===== config.mk =====
export PLATFORM = sky130hd
export DESIGN_NAME = ccip_ring_writer
export DESIGN_NICKNAME = d
export VERILOG_FILES = /design/src/rtl/ccip_ring_writer_pkg.sv /design/src/rtl/ccip_ring_writer_ram.sv /design/src/rtl/ccip_ring_writer.sv
export SDC_FILE = /design/constraint.sdc
export NUM_CORES = 1
export LEC_CHECK = 0
export CORE_AREA = 5 5 359 361
export DETAILED_ROUTE_END_ITERATION = 16
export DIE_AREA = 0 0 364 366
export GPL_ROUTABILITY_DRIVEN = 0
export PLACE_DENSITY_LB_ADDON = 0.2
export SLEW_MARGIN = 20
export SYNTH_ARGS = -nofsm -noshare
export SYNTH_HDL_FRONTEND = slang
export SYNTH_HIERARCHICAL = 1
export SYNTH_SLANG_ARGS = --single-unit

===== constraint.sdc =====
create_clock -name clk -period 17.9 [get_ports clk]
set_input_delay 3.58 -clock clk [delete_from_list [all_inputs] [get_ports clk]]
set_output_delay 3.58 -clock clk [all_outputs]
set_load 0.01 [all_outputs]

===== src/rtl/ccip_ring_writer_pkg.sv =====
// Shared NIC definitions for the ring writer: CCI-P channel-1 write types,
// the RPC packet layout and the ring-writer FSM encoding.
package ccip_ring_writer_pkg;

    localparam int CCIP_CLADDR_WIDTH = 42;
    localparam int CCIP_CLDATA_WIDTH = 512;
    localparam int CCIP_MDATA_WIDTH  = 16;

    typedef logic [CCIP_CLADDR_WIDTH-1:0] t_ccip_clAddr;
    typedef logic [CCIP_CLDATA_WIDTH-1:0] t_ccip_clData;
    typedef logic [CCIP_MDATA_WIDTH-1:0]  t_ccip_mdata;

    typedef enum logic [3:0] {
        eREQ_WRLINE_I = 4'h0,
        eREQ_WRLINE_M = 4'h1,
        eREQ_WRPUSH_I = 4'h2,
        eREQ_WRFENCE  = 4'h4,
        eREQ_INTR     = 4'h6
    } t_ccip_c1_req;

    typedef enum logic [1:0] {
        eVC_VA  = 2'h0,
        eVC_VL0 = 2'h1,
        eVC_VH0 = 2'h2,
        eVC_VH1 = 2'h3
    } t_ccip_vc;

    typedef enum logic [1:0] {
        eCL_LEN_1 = 2'h0,
        eCL_LEN_2 = 2'h1,
        eCL_LEN_4 = 2'h3
    } t_ccip_clLen;

    typedef struct packed {
        logic [5:0]   rsvd2;
        t_ccip_vc     vc_sel;
        logic         sop;
        logic         rsvd1;
        t_ccip_clLen  cl_len;
        t_ccip_c1_req req_type;
        logic [5:0]   rsvd0;
        t_ccip_clAddr address;
        t_ccip_mdata  mdata;
    } t_ccip_c1_ReqMemHdr;

    typedef struct packed {
        t_ccip_c1_ReqMemHdr hdr;
        t_ccip_clData       data;
        logic               valid;
    } t_if_ccip_c1_Tx;

    typedef struct packed {
        logic       valid;
        logic       update_flag;
        logic [5:0] rsvd;
    } RpcCtl;

    typedef struct packed {
        RpcCtl       ctl;
        logic [7:0]  n_args;
        logic [31:0] rpc_id;
    } RpcHdr;

    typedef struct packed {
        RpcHdr        hdr;
        logic [127:0] argv;
    } RpcPckt;

    typedef enum logic [1:0] {
        ST_IDLE,
        ST_INIT,
        ST_RUN
    } t_ring_state;

    // The poller keys on update_flag, so every line must carry the ring's lap.
    function automatic RpcPckt stamp_ctl(input RpcPckt p, input logic lap);
        RpcPckt r;
        r = p;
        r.hdr.ctl.valid       = 1'b1;
        r.hdr.ctl.update_flag = lap;
        return r;
    endfunction

endpackage


===== src/rtl/ccip_ring_writer_ram.sv =====
// Per-flow tail table: simple dual-port RAM, registered read,
// read-during-write returns the old contents.
module single_clock_wr_ram #(
    parameter int DATA_WIDTH = 2,
    parameter int ADDR_WIDTH = 1
) (
    input  logic                  clk,
    input  logic                  we,
    input  logic [ADDR_WIDTH-1:0] waddr,
    input  logic [DATA_WIDTH-1:0] wdata,
    input  logic [ADDR_WIDTH-1:0] raddr,
    output logic [DATA_WIDTH-1:0] q
);

    logic [DATA_WIDTH-1:0] mem [2**ADDR_WIDTH];

    always_ff @(posedge clk) begin
        if (we)
            mem[waddr] <= wdata;
        q <= mem[raddr];
    end

endmodule


===== src/rtl/ccip_ring_writer.sv =====
// Writes accepted RPCs into per-flow CPU ring buffers over CCI-P channel 1.
// Optional CCIP_RING_WRITER_STATS_EN adds write/wrap counters on debug_out.
module ccip_ring_writer
    import ccip_ring_writer_pkg::*;
#(
    parameter int NIC_ID             = 0,
    parameter int LMAX_NUM_OF_FLOWS  = 1,
    parameter int LMAX_TX_QUEUE_SIZE = 1
) (
    input  logic                          clk,
    input  logic                          reset,
    input  logic [LMAX_NUM_OF_FLOWS-1:0]  number_of_flows,
    input  t_ccip_clAddr                  rx_base_addr,
    input  logic [LMAX_TX_QUEUE_SIZE:0]   tx_queue_size,
    input  logic                          start,
    input  logic                          initialize,
    output logic                          initialized,
    output logic                          error,
    input  logic                          sRx_c1TxAlmFull,
    output t_if_ccip_c1_Tx                sTx_c1,
    output logic                          ccip_tx_ready,
    input  RpcPckt                        rpc_in,
    input  logic                          rpc_in_valid,
    input  logic [LMAX_NUM_OF_FLOWS-1:0]  rpc_flow_id_in,
    output logic [31:0]                   pdrop_out,
    output logic [63:0]                   debug_out
);

    localparam int LF = LMAX_NUM_OF_FLOWS;
    localparam int LQ = LMAX_TX_QUEUE_SIZE;
    localparam logic [LQ:0] QONE = (LQ+1)'(1);

    t_ring_state        state;
    logic [LF-1:0]      init_addr;
    logic               accept, bad_flow, drop;

    logic               s1_vld, s1_fwd;
    logic [LF-1:0]      s1_flow;
    RpcPckt             s1_rpc;
    logic [LQ:0]        s1_fwd_ent;

    logic [LQ:0]        rd_ent, cur_ent, nxt_ent;
    logic [LQ-1:0]      slot;
    logic               lap, wrap;

    logic               tbl_we;
    logic [LF-1:0]      tbl_waddr;
    logic [LQ:0]        tbl_wdata;
    t_ccip_c1_ReqMemHdr tx_hdr;

    assign ccip_tx_ready = (state == ST_RUN) && start && !sRx_c1TxAlmFull;
    assign bad_flow      = rpc_in_valid && (rpc_flow_id_in > number_of_flows);
    assign accept        = rpc_in_valid && ccip_tx_ready && !bad_flow;
    assign drop          = rpc_in_valid && !accept;

    // RAM returns stale data when the previous RPC hit the same flow.
    assign cur_ent = s1_fwd ? s1_fwd_ent : rd_ent;
    assign slot    = cur_ent[LQ-1:0];
    assign lap     = cur_ent[LQ];
    assign wrap    = ({1'b0, slot} == (tx_queue_size - QONE));
    assign nxt_ent = wrap ? {~lap, {LQ{1'b0}}} : {lap, slot + LQ'(1)};

    assign tbl_we    = (state == ST_INIT) || s1_vld;
    assign tbl_waddr = (state == ST_INIT) ? init_addr : s1_flow;
    assign tbl_wdata = (state == ST_INIT) ? {1'b1, {LQ{1'b0}}} : nxt_ent;

    single_clock_wr_ram #(
        .DATA_WIDTH (LQ+1),
        .ADDR_WIDTH (LF)
    ) u_flow_tbl (
        .clk   (clk),
        .we    (tbl_we),
        .waddr (tbl_waddr),
        .wdata (tbl_wdata),
        .raddr (rpc_flow_id_in),
        .q     (rd_ent)
    );

    // {flow, slot} equals (flow << LQ) + slot since slot < 2^LQ.
    always_comb begin
        tx_hdr          = '0;
        tx_hdr.vc_sel   = eVC_VH0;
        tx_hdr.sop      = 1'b1;
        tx_hdr.cl_len   = eCL_LEN_1;
        tx_hdr.req_type = eREQ_WRLINE_I;
        tx_hdr.address  = rx_base_addr + t_ccip_clAddr'({s1_flow, slot});
        tx_hdr.mdata    = t_ccip_mdata'({s1_flow, slot});
    end

    always_ff @(posedge clk) begin
        if (reset) begin
            state       <= ST_IDLE;
            init_addr   <= '0;
            initialized <= 1'b0;
            error       <= 1'b0;
            pdrop_out   <= '0;
            s1_vld      <= 1'b0;
            s1_fwd      <= 1'b0;
            sTx_c1      <= '0;
        end else begin
            case (state)
                ST_IDLE: if (initialize && !initialized) begin
                    state     <= ST_INIT;
                    init_addr <= '0;
                end
                ST_INIT: begin
                    init_addr <= init_addr + LF'(1);
                    if (&init_addr) begin
                        state       <= ST_RUN;
                        initialized <= 1'b1;
                    end
                end
                default: ;
            endcase

            if (bad_flow)
                error <= 1'b1;
            if (drop && pdrop_out != '1)
                pdrop_out <= pdrop_out + 32'd1;

            s1_vld <= accept;
            if (accept) begin
                s1_flow    <= rpc_flow_id_in;
                s1_rpc     <= rpc_in;
                s1_fwd     <= s1_vld && (s1_flow == rpc_flow_id_in);
                s1_fwd_ent <= nxt_ent;
            end

            sTx_c1.valid <= s1_vld;
            if (s1_vld) begin
                sTx_c1.hdr  <= tx_hdr;
                sTx_c1.data <= t_ccip_clData'(stamp_ctl(s1_rpc, lap));
            end
        end
    end

`ifdef CCIP_RING_WRITER_STATS_EN
    logic [31:0] wr_cnt, wrap_cnt;

    always_ff @(posedge clk) begin
        if (reset) begin
            wr_cnt   <= '0;
            wrap_cnt <= '0;
        end else if (s1_vld) begin
            wr_cnt <= wr_cnt + 32'd1;
            if (wrap)
                wrap_cnt <= wrap_cnt + 32'd1;
            $display("ring_writer nic %0d: write flow %0d slot %0d", NIC_ID, s1_flow, slot);
        end
    end

    assign debug_out = {wrap_cnt, wr_cnt};
`else
    assign debug_out = '0;
`endif

endmodule

* Yosys cells after proc, flatten, opt, wreduce, memory -nomap -nowiden *
Memories as Yosys holds them, arrays and structs flattened. A register that Yosys moved wholly into a read port is not among the register bits.
Index checks and enable logic that the tools add are counted.

operators by class
  add/sub/neg operators = 5
  $lt $le $gt $ge = 1
  equality and inequality tests = 7
  multiplexer cells = 11
  bitwise gates (word level) = 2
  reductions and logical operators = 20

operator list
  kind                                               number
  adder 42 x 2 -> 42 bit                             1
  adder 32 x 1 -> 32 bit (second input constant)     1
  != test 32 bit (second input constant)             1
  2-to-1 mux 2 bit                                   5
  logical AND 1 bit                                  9
  AND reduction 2 bit                                3
  logical NOT 1 bit                                  4
  2-to-1 mux 1 bit                                   4
  != test 2 bit (second input constant)              2
  case mux 2 bit (2 select lines)                    1
  AND reduction 3 bit                                1
  adder 1 bit (second input constant)                2
  == test 1 x 2 -> 1 bit                             1
  == test 2 x 1 -> 1 bit (second input constant)     1
  == test 2 bit (second input constant)              1
  logical NOT 2 bit                                  1
  NOT 1 bit                                          2
  case mux 1 bit (2 select lines)                    1
  nonzero test 2 bit                                 1
  subtractor 2 x 1 -> 2 bit (second input constant)  1
  == test 1 bit                                      1
  > comparator 1 bit                                 1
  logical OR 1 bit                                   1

word-level totals
  bits in registers = 438
  bits in writable memories = 4
  input bits = 228
  output and inout port bits = 692
  word-level logic and storage cells = 65
  memories kept = 1

memory list
  name            words  width  rd ports  clocked after Yosys merged registers in  wr ports  line                        text
  u_flow_tbl.mem  2      2      1         1                                        1         ccip_ring_writer_ram.sv:15  logic [DATA_WIDTH-1:0] mem [2**ADDR_WIDTH];

* Longest topological paths before layout *
  depth after elaboration = 8
  depth in mapped cells = 9
  depth with buffers taken out = 8

* By module *
The synthesis kept the hierarchy.

modules (own cells, without submodules)
  module               instances  cells each  area each (sq um)  seq. area each (sq um)
  ccip_ring_writer     1          1717        19122.1            10520.1
  single_clock_wr_ram  1          10          195.2              160.2

* Worst setup path before layout *
No wires, ideal clock.

  path kind = input port to flip-flop
  start point = in reset
  end point = reg s1_flow (enable)
  library setup time = 0.716 ns
  arrival = 11.550 ns
  path slack = 5.634 ns
  stages on the path = 4
  buffers on the path = 3
  cells stage by stage = clkbuf_1 -> clkbuf_1 -> clkbuf_1 -> nor2_1

on the way
  word-level cells in the longest chain between the ends = 2

ends and longest elaborated chain
  what                           line                     text
  start, declared                ccip_ring_writer.sv:11   input logic reset,
  NOT 1 bit (no line)            n/a
  AND reduction 2 bit (no line)  n/a
  end signal, assigned           ccip_ring_writer.sv:123  s1_flow <= rpc_flow_id_in;
  end, declared                  ccip_ring_writer.sv:38   logic [LF-1:0] s1_flow;

No other way between the ends.
A chain may end at the register's enable or synchronous reset.

* Final worst setup path *
  start point = in sRx_c1TxAlmFull
  end point = out ccip_tx_ready

on the way
  word-level cells in the longest chain between the ends = 2

ends and longest elaborated chain
  what               line                    text
  start, declared    ccip_ring_writer.sv:19  input logic sRx_c1TxAlmFull,
  logical NOT 1 bit  ccip_ring_writer.sv:51  assign ccip_tx_ready = (state == ST_RUN) && start && !sRx_c1TxAlmFull;
  logical AND 1 bit  ccip_ring_writer.sv:51
  end, declared      ccip_ring_writer.sv:21  output logic ccip_tx_ready,

No other way between the ends.

==> results.sh <==
export IMPL_outcome="finished clean"
export IMPL_start_util=0.154
export IMPL_r2r_start="state[0]"
export IMPL_whs_endpoint="sTx_c1[536]"
export IMPL_stdcell_count=3904
export IMPL_ys_warnings_count=6
export IMPL_synthToLayoutAreaGrowth_pct=35.7
export IMPL_slowest_delay_ns=0.58
export IMPL_viasPerCell=3.16
export IMPL_chipWidth_um=364
export IMPL_worst_r2r_setup_slack_ns=13.99
export IMPL_avgSynthCellArea_um2=11.2
export IMPL_finalSetupViolations=0
export IMPL_worstPathMaxFanout=4
export IMPL_endpoint_kind="primary output"
export IMPL_skew_ns=0.0309
export IMPL_finalWorstSetupSlack_ns=9.02
export IMPL_min_period_ns=8.88
export IMPL_yosysTopAreaCell="edfxtp_1"
export IMPL_drc=0
export IMPL_cts_sinks=443
export IMPL_grt_pass1_vias=12100
export IMPL_die_h_um=366
export IMPL_total_power_mw=2.31
export IMPL_gr_total_overflow=0
export IMPL_ant_nets=0
export IMPL_leakagePower_nw=8.92
export IMPL_post_cts_buffers=0
export IMPL_ir_drop_v=0.0000729
export IMPL_crit_required_ns=14.32
export IMPL_final_hold_viol_count=0
export IMPL_syn_area_um2=19300
export IMPL_routed_wirelength_mm=61.6
export IMPL_coreArea_um2=125000
export IMPL_cp_start_kind="input port"
export IMPL_track_usage=0.0867
export IMPL_clk_latency_ns=0.64
export IMPL_ys_flop_type="dfxtp_1"
export IMPL_io_pins=920
export IMPL_rsz0062_at_grt="no"
export IMPL_clockRootBuffer="clkbuf_16"
export IMPL_post_route_period_util=0.496
export IMPL_clkSlewWorstSetupHoldPaths_ns=0.05
export IMPL_synth_yosys_seq_area_share=0.553
export IMPL_vias=12300
export IMPL_synth_top_area_share=0.281
export IMPL_cts_hold_buf=0
export IMPL_cts_buffer_depth=3
export IMPL_netlist_cell_type_count=46
export IMPL_place_hpwl_mm=44.8
export IMPL_critical_path_cell_chain="clkdlybuf4s50_1, nand4bb_1, inv_1, clkdlybuf4s50_1"
export IMPL_tns_ns=0
export IMPL_worstHoldPathType="reg2reg"
export IMPL_worstMarginPinSlew_ns=1.04
export IMPL_grt_max_degree=127
export IMPL_path_class="in2out"
export IMPL_powerDensity_nw_per_um2=88.2
export IMPL_cp_arrival_ns=5.30
export IMPL_ctsResizeCount=0
export IMPL_tritoncts="yes"
export IMPL_fmaxAchievable_mhz=113
export IMPL_synth_seq_cells=443
export IMPL_die_area_um2=133000
export IMPL_cap_violations=0
export IMPL_cts_max_level=2
export IMPL_synthTopCellsByArea="edfxtp_1 (28%), dfxtp_1 (27%), buf_4 (17%)"
export IMPL_rr_endpoint="s1_rpc[93]"
export IMPL_numCtsBuffers=56
export IMPL_place_inst=3792
export IMPL_syn_inst=1727
export IMPL_grt_pass1_wl_mm=86.3
export IMPL_post_drt_wl_per_cell_um=15.8
export IMPL_crit_slowest_cell="clkdlybuf4s50_1"
export IMPL_row_count=130
export IMPL_async_flop_share=0
export IMPL_drtIter0Drc=579
export IMPL_nets=2432
export IMPL_dp_slack_ns=9.00
export IMPL_cpMostUsedCell="clkdlybuf4s50_1"
export IMPL_slew_viol_final=0
export IMPL_rr_worst_depth=6
export IMPL_grt_antenna_before_repair=18
export IMPL_io_buffers=483
export IMPL_hold_depth=2
export IMPL_relSlewSlack=0.300
export IMPL_synth_edf_count=181
export IMPL_post_route_cells_drive_above_1_share=0.0530
export IMPL_dr_pass1_iters=4
export IMPL_min_from="sTx_c1[536]"
[placed cells by master, fill, tap and decap left out, drive strengths merged, types with 11 or more instances in the layout]
master	count
nor4	23
clkdlybuf4s50	482
conb	434
o21ai	20
a211oi	37
edfxtp	181
buf	12
and4	11
nor2	241
nand4	21
clkinv	12
dfxtp	262
or3	21
nor3	13
nor2b	12
nand2	26
mux2i	180
nand3	21
inv	17
clkbuf	89
xnor2	31
a21oi	28
[cells by family after synthesis]
| logic type | count (synthesis) | synth area share |
|---|---|---|
| XOR/XNOR | 40 | 0.0181 |
| buffers and inverters | 527 | 0.188 |
| flip-flops | 443 | 0.553 |
| other | 1 | 0.000194 |
| multiplexers | 189 | 0.0985 |
| adder cells (fa/ha/maj) | 4 | 0.00259 |
| AND/OR/NAND/NOR | 416 | 0.104 |
| AO/OA/AOI/OAI | 107 | 0.0360 |
[worst max-delay path, delay by kind of cell]
kind	cells	cell delay, ns
buffers and inverters	3	1.16
and+or+nand+nor	1	0.55
[cell usage after synthesis, types with 2 or more instances]
cell type	instances
and2_1	4
nor2_1	241
inv_1	15
a211oi_1	37
and3_1	4
a21oi_1	28
buf_1	21
nor3b_1	2
nor4_2	7
dfxtp_1	262
xnor2_1	31
mux2_2	9
nand3_1	21
and4_1	11
nor4_1	16
o31ai_1	7
or3b_1	2
or4_1	7
nand2_1	26
o21ai_0	20
or2_2	4
nor3_1	13
buf_2	5
nand4_1	20
nor2b_1	12
buf_4	437
a311oi_1	6
or3_1	21
edfxtp_1	181
a21o_1	3
xor2_1	9
mux2i_1	180
clkbuf_1	48
ha_1	4
o21a_1	2
[metal layers]
metal	vias to the layer above	track usage	wire length [µm]
met4	18	0.0260	1690
met3	93	0.0498	7960
met1	5651	0.0928	22900
li1	6019	-	-
met5	-	0	117
met2	566	0.145	29000
[final cells by class]
class	instances	area [µm²]
well taps	1650	2060
repair buffers	494	4930
multi-input cells	1190	6640
clock buffers	89	1660
clock inverters	16	165
diodes	7	17.5
fillers	13500	98900
inverters	15	56.3
flip-flops and latches	443	10700
[flip-flops by register name, summed over array words and instances, names as in the netlist, 2 cells and up]
register,flops
pdrop_out,32
s1_fwd_ent,2
s1_rpc,174
sTx_c1,221
state,2
u_flow_tbl/mem,4
u_flow_tbl/q,2
[through the flow]
stage,hold WS [ns],instance area (µm²),utilization
after CTS,0.472,26200,0.209
after global placement,0.458,24400,0.195
after global routing,0.496,26200,0.209
after floorplan,0.448,20900,-
after detailed placement,0.462,24400,0.195
final,0.468,26200,0.210
[worst max path at each step]
| stage | startpoint | endpoint | slack, ns | cells after the start |
|---|---|---|---|---|
| after floorplan | reset | s1_flow | 5.63 | 4 |
| after global placement | start | ccip_tx_ready | 9.00 | 4 |
| after global routing | sRx_c1TxAlmFull | ccip_tx_ready | 8.95 | 4 |
| final | sRx_c1TxAlmFull | ccip_tx_ready | 9.02 | 4 |
| after CTS | sRx_c1TxAlmFull | ccip_tx_ready | 9.00 | 4 |
| after detailed placement | sRx_c1TxAlmFull | ccip_tx_ready | 9.00 | 4 |
[power breakdown]
| group | leakage, nW | internal, mW | total (mW) | switching (mW) |
|---|---|---|---|---|
| clock | 0.886 | 0.649 | 1.12 | 0.468 |
| combinational | 4.29 | 0.0560 | 0.137 | 0.0809 |
| sequential | 3.74 | 1.05 | 1.06 | 0.00279 |
(Power assumes the default switching activity.)
